**src/rtl/enigma_pkg.sv**
```systemverilog
// Shared Enigma definitions: letter encoding width and keyboard encoder types.
package enigma_pkg;

  localparam int unsigned LETTER_W    = 6;
  localparam int unsigned NUM_LETTERS = 26;

  typedef logic [LETTER_W-1:0]    letter_t;
  typedef logic [NUM_LETTERS-1:0] key_vec_t;

  typedef enum logic [1:0] {
    IDLE         = 2'd0,
    DEBOUNCE     = 2'd1,
    EMIT         = 2'd2,
    WAIT_RELEASE = 2'd3
  } kb_state_t;

  // Key press captured in IDLE and held through DEBOUNCE and EMIT
  typedef struct packed {
    key_vec_t vec;
    letter_t  idx;
  } kb_capture_t;

endpackage

```
**src/rtl/key_sync.sv**
```systemverilog
// Two-flop synchronizer for a vector of slow, asynchronous level inputs.
module key_sync #(
  parameter int unsigned WIDTH = 1
) (
  input  logic             clk,
  input  logic             rst,
  input  logic [WIDTH-1:0] d,
  output logic [WIDTH-1:0] q
);

  logic [WIDTH-1:0] meta;

  // First stage may go metastable; second stage feeds the core logic
  always_ff @(posedge clk) begin
    if (rst) begin
      meta <= '0;
      q    <= '0;
    end else begin
      meta <= d;
      q    <= meta;
    end
  end

endmodule

```
**src/rtl/keyboard_encoder.sv**
```systemverilog
// Debounces 26 raw key lines and emits one letter code per accepted press.
module keyboard_encoder
  import enigma_pkg::*;
#(
  parameter int unsigned DEBOUNCE_CYCLES = 16
) (
  input  logic                   clk,
  input  logic                   rst,
  input  logic [NUM_LETTERS-1:0] key_in,
  input  logic                   data_ready,
  output logic [LETTER_W-1:0]    data_out,
  output logic                   data_valid,
  output logic                   busy
);

  localparam int unsigned     CNT_W    = $clog2(DEBOUNCE_CYCLES + 1);
  localparam logic [CNT_W-1:0] CNT_DONE = CNT_W'(DEBOUNCE_CYCLES);

  key_vec_t         key_s;
  kb_state_t        state, state_n;
  kb_capture_t      cap, cap_n;
  logic [CNT_W-1:0] cnt, cnt_n, cnt_inc_c;
  logic             one_hot_c;
  letter_t          key_idx_c;
  logic             valid_n, busy_n;
  letter_t          out_n;

  key_sync #(
    .WIDTH(NUM_LETTERS)
  ) u_key_sync (
    .clk(clk),
    .rst(rst),
    .d  (key_in),
    .q  (key_s)
  );

  // Exactly-one-key detection and binary index of the set bit
  always_comb begin
    one_hot_c = (key_s != '0) && ((key_s & (key_s - key_vec_t'(1))) == '0);
    key_idx_c = '0;
    for (int unsigned i = 0; i < NUM_LETTERS; i++) begin
      if (key_s[i]) key_idx_c = LETTER_W'(i);
    end
  end

  // Saturating increment so the counter can never wrap back to zero
  assign cnt_inc_c = (cnt == CNT_DONE) ? cnt : cnt + CNT_W'(1);

  // Next-state, counter, capture and output decisions
  always_comb begin
    state_n = state;
    cnt_n   = cnt;
    cap_n   = cap;
    unique case (state)
      IDLE: begin
        if (one_hot_c) begin
          cap_n.vec = key_s;
          cap_n.idx = key_idx_c;
          cnt_n     = '0;
          state_n   = DEBOUNCE;
        end
      end
      DEBOUNCE: begin
        if (key_s != cap.vec) begin
          cnt_n   = '0;
          state_n = IDLE;
        end else if (cnt_inc_c == CNT_DONE) begin
          cnt_n   = '0;
          state_n = EMIT;
        end else begin
          cnt_n = cnt_inc_c;
        end
      end
      EMIT: begin
        // Key activity is ignored here: the pending keystroke stands
        if (data_valid && data_ready) begin
          cnt_n   = '0;
          state_n = WAIT_RELEASE;
        end
      end
      WAIT_RELEASE: begin
        if (key_s != '0) begin
          cnt_n = '0;
        end else if (cnt_inc_c == CNT_DONE) begin
          cnt_n   = '0;
          state_n = IDLE;
        end else begin
          cnt_n = cnt_inc_c;
        end
      end
      default: begin
        cnt_n   = '0;
        state_n = WAIT_RELEASE;
      end
    endcase

    valid_n = (state_n == EMIT);
    out_n   = valid_n ? cap_n.idx : '0;
    busy_n  = (state_n != IDLE);
  end

  // State register; reset parks in WAIT_RELEASE so held keys are not emitted
  always_ff @(posedge clk) begin
    if (rst) begin
      state      <= WAIT_RELEASE;
      cnt        <= '0;
      cap        <= '0;
      data_valid <= 1'b0;
      data_out   <= '0;
      busy       <= 1'b1;
    end else begin
      state      <= state_n;
      cnt        <= cnt_n;
      cap        <= cap_n;
      data_valid <= valid_n;
      data_out   <= out_n;
      busy       <= busy_n;
    end
  end

endmodule

```
**config.mk**
```make
export PLATFORM = sky130hd
export DESIGN_NAME = keyboard_encoder
export DESIGN_NICKNAME = d
export VERILOG_FILES = /design/src/rtl/enigma_pkg.sv /design/src/rtl/key_sync.sv /design/src/rtl/keyboard_encoder.sv
export SDC_FILE = /design/constraint.sdc
export NUM_CORES = 1
export LEC_CHECK = 0
export BUFFER_PORTS_ARGS = -buffer_cell sky130_fd_sc_hd__buf_2
export CAP_MARGIN = 0
export CORE_ASPECT_RATIO = 1.2
export CORE_MARGIN = 2
export CORE_UTILIZATION = 30
export CTS_BUF_LIST = sky130_fd_sc_hd__clkbuf_8
export DETAILED_ROUTE_END_ITERATION = 8
export HOLD_SLACK_MARGIN = 0.05
export PLACE_DENSITY = 0.47
export SLEW_MARGIN = 0
export SYNTH_ARGS = -nofsm -noshare
export SYNTH_HDL_FRONTEND = slang
export SYNTH_SLANG_ARGS = --single-unit
```
**constraint.sdc**
```tcl
create_clock -name clk -period 3 [get_ports clk]
set_clock_uncertainty 0.1 [all_clocks]
set_input_delay 0.3 -clock clk [delete_from_list [all_inputs] [get_ports clk]]
set_output_delay 0.3 -clock clk [all_outputs]
set_load 0.01 [all_outputs]
```
Word-level counts from Yosys, hierarchy flattened
Cells that the tools add are included.
{"block": "word_totals", "regBits": 99}
{"block": "op_classes", "bitwise_logic": 2, "n_eq_ne": 9, "n_mux": 41, "reduce_logical": 9, "add_sub_neg": 2}
{"op": "$mux 6", "n": 25}
{"op": "$mux 5", "n": 6}
{"op": "$and 26x26->26", "n": 1}
{"op": "$logic_not 26->1", "n": 1}
{"op": "$ne 26x26->1", "n": 1}
{"op": "$reduce_bool 26->1", "n": 1}
{"op": "$sub 26x1->26 const B", "n": 1}
{"op": "$pmux 5 s4", "n": 1}
{"op": "$mux 2", "n": 7}
{"op": "$eq 5x5->1 const B", "n": 2}
{"op": "$pmux 2 s4", "n": 1}
{"op": "$eq 2x2->1 const B", "n": 3}
{"op": "$add 5x1->5 const B", "n": 1}
{"op": "$ne 2x2->1 const B", "n": 2}
{"op": "$reduce_and 2->1", "n": 2}
{"op": "$eq 2x1->1 const B", "n": 1}
{"op": "$logic_and 1x1->1", "n": 2}
{"op": "$logic_not 2->1", "n": 1}
{"op": "$reduce_bool 2->1", "n": 1}
{"op": "$reduce_or 2->1", "n": 1}
{"op": "$mux 1", "n": 1}
{"op": "$not 1->1", "n": 1}

Logic depth before layout (Yosys ltp)
{"block": "depth", "word_depth": 27, "depth_mapped": 9}

Modules after synthesis
Synthesis repeated with hierarchy kept, for this count alone.
{"block": "hier_totals", "cells_unflattened": 434, "hier_area_um2": 4102.7}
{"module": "keyboard_encoder", "seq_area_each_um2": 940.9, "n_inst": 1, "cells_per_inst": 325, "area_each_um2": 2711.4}
{"module": "key_sync", "seq_area_each_um2": 1041.0, "n_inst": 1, "cells_per_inst": 109, "area_each_um2": 1391.3}

Worst setup path after synthesis
Ideal clock, no wire load.
{"block": "synth_timing", "kind": "register -> register", "start": "register u_key_sync.q[8]", "end": "register cap[0] (netlist name)", "path_stages_with_launch": 9, "n_path_buf": 2, "t_arrival_ns": 2.815, "slack_ns": -0.036, "period_less_slack_ns": 3.036, "setup_ns": 0.121, "path_cell_list": "dfxtp_1 > buf_6 > or4_4 > or4_4 > o32ai_2 > nand4_2 > nor4_4 > buf_6 > mux2_4"}
{"block": "synth_between", "elab_chain_len": 20}
{"element": "from (decl)", "line": "key_sync.sv:8", "text": "output logic [WIDTH-1:0] q"}
{"element": "from (signal assigned)", "line": "key_sync.sv:20", "text": "q <= meta;"}
{"element": "$mux 6 (18 in a row)", "line": "keyboard_encoder.sv:42", "text": "if (key_s[i]) key_idx_c = LETTER_W'(i);"}
{"element": "$mux 6 *", "line": "keyboard_encoder.sv:56", "text": "if (one_hot_c) begin"}
{"element": "$mux 6 *", "line": "keyboard_encoder.sv:54", "text": "unique case (state)"}
{"element": "to (signal assigned)", "line": "keyboard_encoder.sv:114", "text": "cap <= cap_n;"}
{"element": "to (decl)", "line": "keyboard_encoder.sv:21", "text": "kb_capture_t cap, cap_n;"}
Mark *: on every way between the ends. The rest lies on a longest branch, timed or not.
A chain may end at the register's enable or synchronous reset.

Worst setup path after layout
{"block": "layout_timing", "start": "register u_key_sync.q[2]", "end": "register cap[0] (netlist name)"}
{"block": "layout_between", "elab_chain_len": 26}
{"element": "$mux 2", "line": "keyboard_encoder.sv:42"}
{"element": "$mux 6 (23 in a row)", "line": "keyboard_encoder.sv:42"}
{"element": "$mux 6 *", "line": "keyboard_encoder.sv:56"}
{"element": "$mux 6 *", "line": "keyboard_encoder.sv:54"}
Marked as above.

==> reports/qor.yml <==
synth:
  synthMuxAreaShare_pct: 7.53
  yosysWarnings: 0
  seq_area_frac_synth_pct: 45.8
  synth-seq-cells: 99
  synth_fa_ha_area_share_pct: 1.04
  synth_compound_area_share_pct: 8.71
  synth_area_per_cell_um2: 9.20
  syn_area_um2: 4320
  syn-instance-count: 470
  synth_top_family_by_area: "simple AND/OR/NAND/NOR gates"
  synth_cell_types: 51
  synth_nets: 501
  synth-xor-area-share_pct: 5.67
  synth_edf_count: 0
  ys_async_sr_fraction_pct: 0
  synthSimpleGateAreaFrac_pct: 26.1
  yosys_most_used_dff: "dfxtp_1"
clock_network:
  htree_levels: 3
  clk_pin_slew_ns: 0.09
  cts_tree: "done"
  clkLatencyLatePin_ns: 0.37
  cts.sinks: 99
  cts.path.max_buffers: 2
  cts_root_buffer: "clkbuf_8"
  numCtsBuffers: 9
cells_and_area:
  diodes: 0
  drive_gt1_share_pct: 19.5
  fillCellCount: 1448
  fin_area_um2: 5340
  nets: 580
  area_growth_pct: 23.4
worst_setup_path:
  start_kind: "register"
  r2r-start: "u_key_sync.q[2]$_SDFF_PP0_"
  rr_worst_depth: 7
  cp-end-kind: "register"
  crit_start: "u_key_sync.q[2]$_SDFF_PP0_"
  crit_buf_inv: 1
  arrival_ns: 3.17
  crit_top_cell: "or4_4"
  slowest_stage: "or4_4"
  worst-path-stages: 7
  critPathCapture: "cap[0]$_SDFF_PP0_"
  crit_required_ns: 3.17
  r2r-end: "cap[0]$_SDFF_PP0_"
  regToRegSetupSlack_ns: -0.003
  max_stage_delay_ns: 0.59
  critical_path_class: "register to register"
  cp_max_fo: 5
  worstPathCellList: "or4_4 > or4_4 > o32ai_4 > nand4_2 > nor4_4 > buf_4 > mux2_4"
  critical_path.top_delay_family: "simple AND/OR/NAND/NOR gates"
detailed_routing:
  num_vias: 3428
  drtPass1Iterations: 5
  drc: 0
  detail-route-antenna-nets: 0
  wl_met2_um: 4890
  met3_length_um: 338
  wl_per_cell_um: 13.6
  viasPerCell: 4.70
  drt_iter0_markers: 181
  highest_layer: "met4"
  drt-total-wl_um: 9880
  m1WireLength_um: 4430
hold_path:
  min_path_type: "input port to register"
floorplanning:
  die_h_um: 135
  die_area_um2: 15400
  ioPinCount: 37
  rows: 48
  die_w_um: 114
  coreArea_um2: 14200
  initial_core_util_pct: 30.4
pwr:
  p_leak_nw: 2.13
  ir_drop_mv: 0.243
  clock_power_share_pct: 31.5
  switching_share_pct: 25.7
  power_density_nw_per_um2: 451
  cellInternalPower_mw: 1.79
  p_sw_mw: 0.617
  pwr-share-seq_pct: 56.5
  comb_power_share_pct: 12.0
sta:
  rsz0062_at_grt: "true"
  finalHoldViolations: 0
  setup_tns_ns: -0.00308
  tightest_slew_ns: 0.806
  finalCritPeriodShare_pct: 100
  post-route-min-period_ns: 3.00
  relSlewSlack_pct: 45.9
  fmax_mhz: 333
  setup_viol: 1
  report.final.slew_viol_count: 0
  worst_slack_ns: -0.00308
flow_run:
  maxCapViolations: 0
placement:
  dpl_cell_area_um2: 4850
  numPortBuffers: 36
  gp_congestion: 0.857
  dp_hpwl_um: 7070
global_routing:
  grt_overflow: 0
  antenna_found_initial: 0
  grt_pass1_vias: 3465
  grt_util_all_layers_pct: 13.7
  grt_max_degree: 64
  grt_pass1_wl_um: 16600
run_status:
  status: "complete, but fails checks"
  violations: "setup timing"
-- worst register-to-register path, cell delays in order, from the launching register on --
cell and delay (ns):
dfxtp_2 0.33, or4_4 0.55, or4_4 0.59, o32ai_4 0.23, nand4_2 0.16, nor4_4 0.42, buf_4 0.22, mux2_4 0.30
-- through the flow --
stage / hold WS [ns] / power (mW) / worst slack, ns / cells / util [%]
3_3_place_gp: 0.319 / 1.64 / -0.0148 / 684 / 34.1
4_1_cts: 0.135 / 2.45 / -0.0177 / 729 / 37.4
3_5_place_dp: 0.321 / 1.65 / -0.0775 / 684 / 34.1
6_report: 0.159 / 2.41 / -0.00308 / 729 / 37.5
5_1_grt: 0.153 / 2.54 / -0.129 / 729 / 37.5
2_1_floorplan: 0.314 / 1.55 / 0.00953 / 470 / -
-- kinds of logic after synthesis --
kind of cell	Yosys count
AO/OA/AOI/OAI	55
XOR/XNOR	28
adder cells (fa/ha/maj)	4
buffers and inverters	48
flip-flops	99
multiplexers	31
AND/OR/NAND/NOR	205
-- registers in the layout (all words and copies together), names as in the netlist --
register and flops:
cap 32, u_key_sync.meta 26, u_key_sync.q 26, data_out 6, cnt 5, state 2, busy 1, data_valid 1
-- cell usage after synthesis, drive strengths merged, types with 2 or more instances --
cell type | n | area (um^2)
nand2b | 2 | 12.5
mux2i | 28 | 280
o2111ai | 3 | 26.3
nor4 | 15 | 109
or3 | 2 | 12.5
xnor2 | 7 | 61.3
o211ai | 6 | 45.0
o32ai | 3 | 33.8
nor3b | 2 | 15.0
nand4 | 7 | 50.1
clkbuf | 30 | 113
buf | 8 | 70.1
nor3 | 6 | 30.0
and2 | 2 | 12.5
a211oi | 2 | 15.0
o21ai | 12 | 60.1
inv | 9 | 33.8
nand3 | 4 | 20.0
a21oi | 12 | 60.1
o22ai | 3 | 18.8
or4 | 10 | 86.3
o31ai | 4 | 30.0
nor4b | 6 | 52.6
nor2 | 21 | 78.8
nand2 | 65 | 244
mux2 | 3 | 45.0
dfxtp | 99 | 1980
nor2b | 59 | 369
maj3 | 2 | 20.0
o21a | 2 | 15.0
ha | 2 | 25.0
xor2 | 21 | 184
-- routing by layer --
layer / track usage (%) / vias up
met2: 23.6 / 65
met1: 16.3 / 1585
met3: 3.09 / 15
met5: 0 / -
li1: - / 1763
met4: 5.89 / 0
-- worst min path at each step --
| stage | startpoint | endpoint | slack (ns) | cells past startpoint |
|---|---|---|---|---|
| after floorplan | u_key_sync.meta[0]$_SDFF_PP0_ | u_key_sync.q[0]$_SDFF_PP0_ | 0.31 | 1 |
| after global placement | u_key_sync.meta[18]$_SDFF_PP0_ | u_key_sync.q[18]$_SDFF_PP0_ | 0.32 | 1 |
| final | rst | state[1]$_SDFF_PP1_ | 0.16 | 2 |
| after CTS | rst | state[1]$_SDFF_PP1_ | 0.13 | 2 |
| after detailed placement | u_key_sync.meta[7]$_SDFF_PP0_ | u_key_sync.q[7]$_SDFF_PP0_ | 0.32 | 1 |
| after global routing | rst | state[1]$_SDFF_PP1_ | 0.15 | 2 |
-- final cells by class --
| class | instances | area [um^2] | area share [%] |
|---|---|---|---|
| repair buffers | 106 | 778 | 14.6 |
| multi-input cells | 323 | 2150 | 40.3 |
| well taps | 175 | 219 | 4.10 |
| inverters | 10 | 37.5 | 0.703 |
| clock buffers | 9 | 124 | 2.32 |
| clock inverters | 7 | 43.8 | 0.821 |
| flip-flops and latches | 99 | 1980 | 37.2 |
-- power groups by stage --
stage | clock, mW | sequential, mW | combinational [mW]
global placement | 0 | 1.39 | 0.252
global route | 0.852 | 1.37 | 0.319
detailed placement | 0 | 1.39 | 0.254
finish | 0.757 | 1.36 | 0.288
floorplan | 0 | 1.39 | 0.161
CTS | 0.800 | 1.36 | 0.289
-- placed cells by master (no fill, tap or decap), types with 4 or more instances in the layout --
cell,n
buf_4,42
nor2b_1,59
nor2_1,21
xnor2_1,7
nor4_1,13
clkbuf_8,9
nor3_1,6
nand3_1,4
inv_1,11
dlygate4sd3_1,26
o31ai_1,4
o211ai_1,6
xor2_1,21
buf_2,36
mux2i_1,28
o21ai_0,12
dfxtp_1,97
nor4b_1,6
nand2_1,65
nand4_1,6
a21oi_1,12
or4_4,4
or4_1,6
-- what timing repair did --
item	4_1_cts	5_1_grt
setup buffers	3	0
hold endpoints to repair	26	0
hold buffers	26	0
pin swaps	5	2
setup endpoints to repair	27	45
resized for setup	3	4
cloned	0	0
No activity file was read; power rests on OpenSTA's default activity.
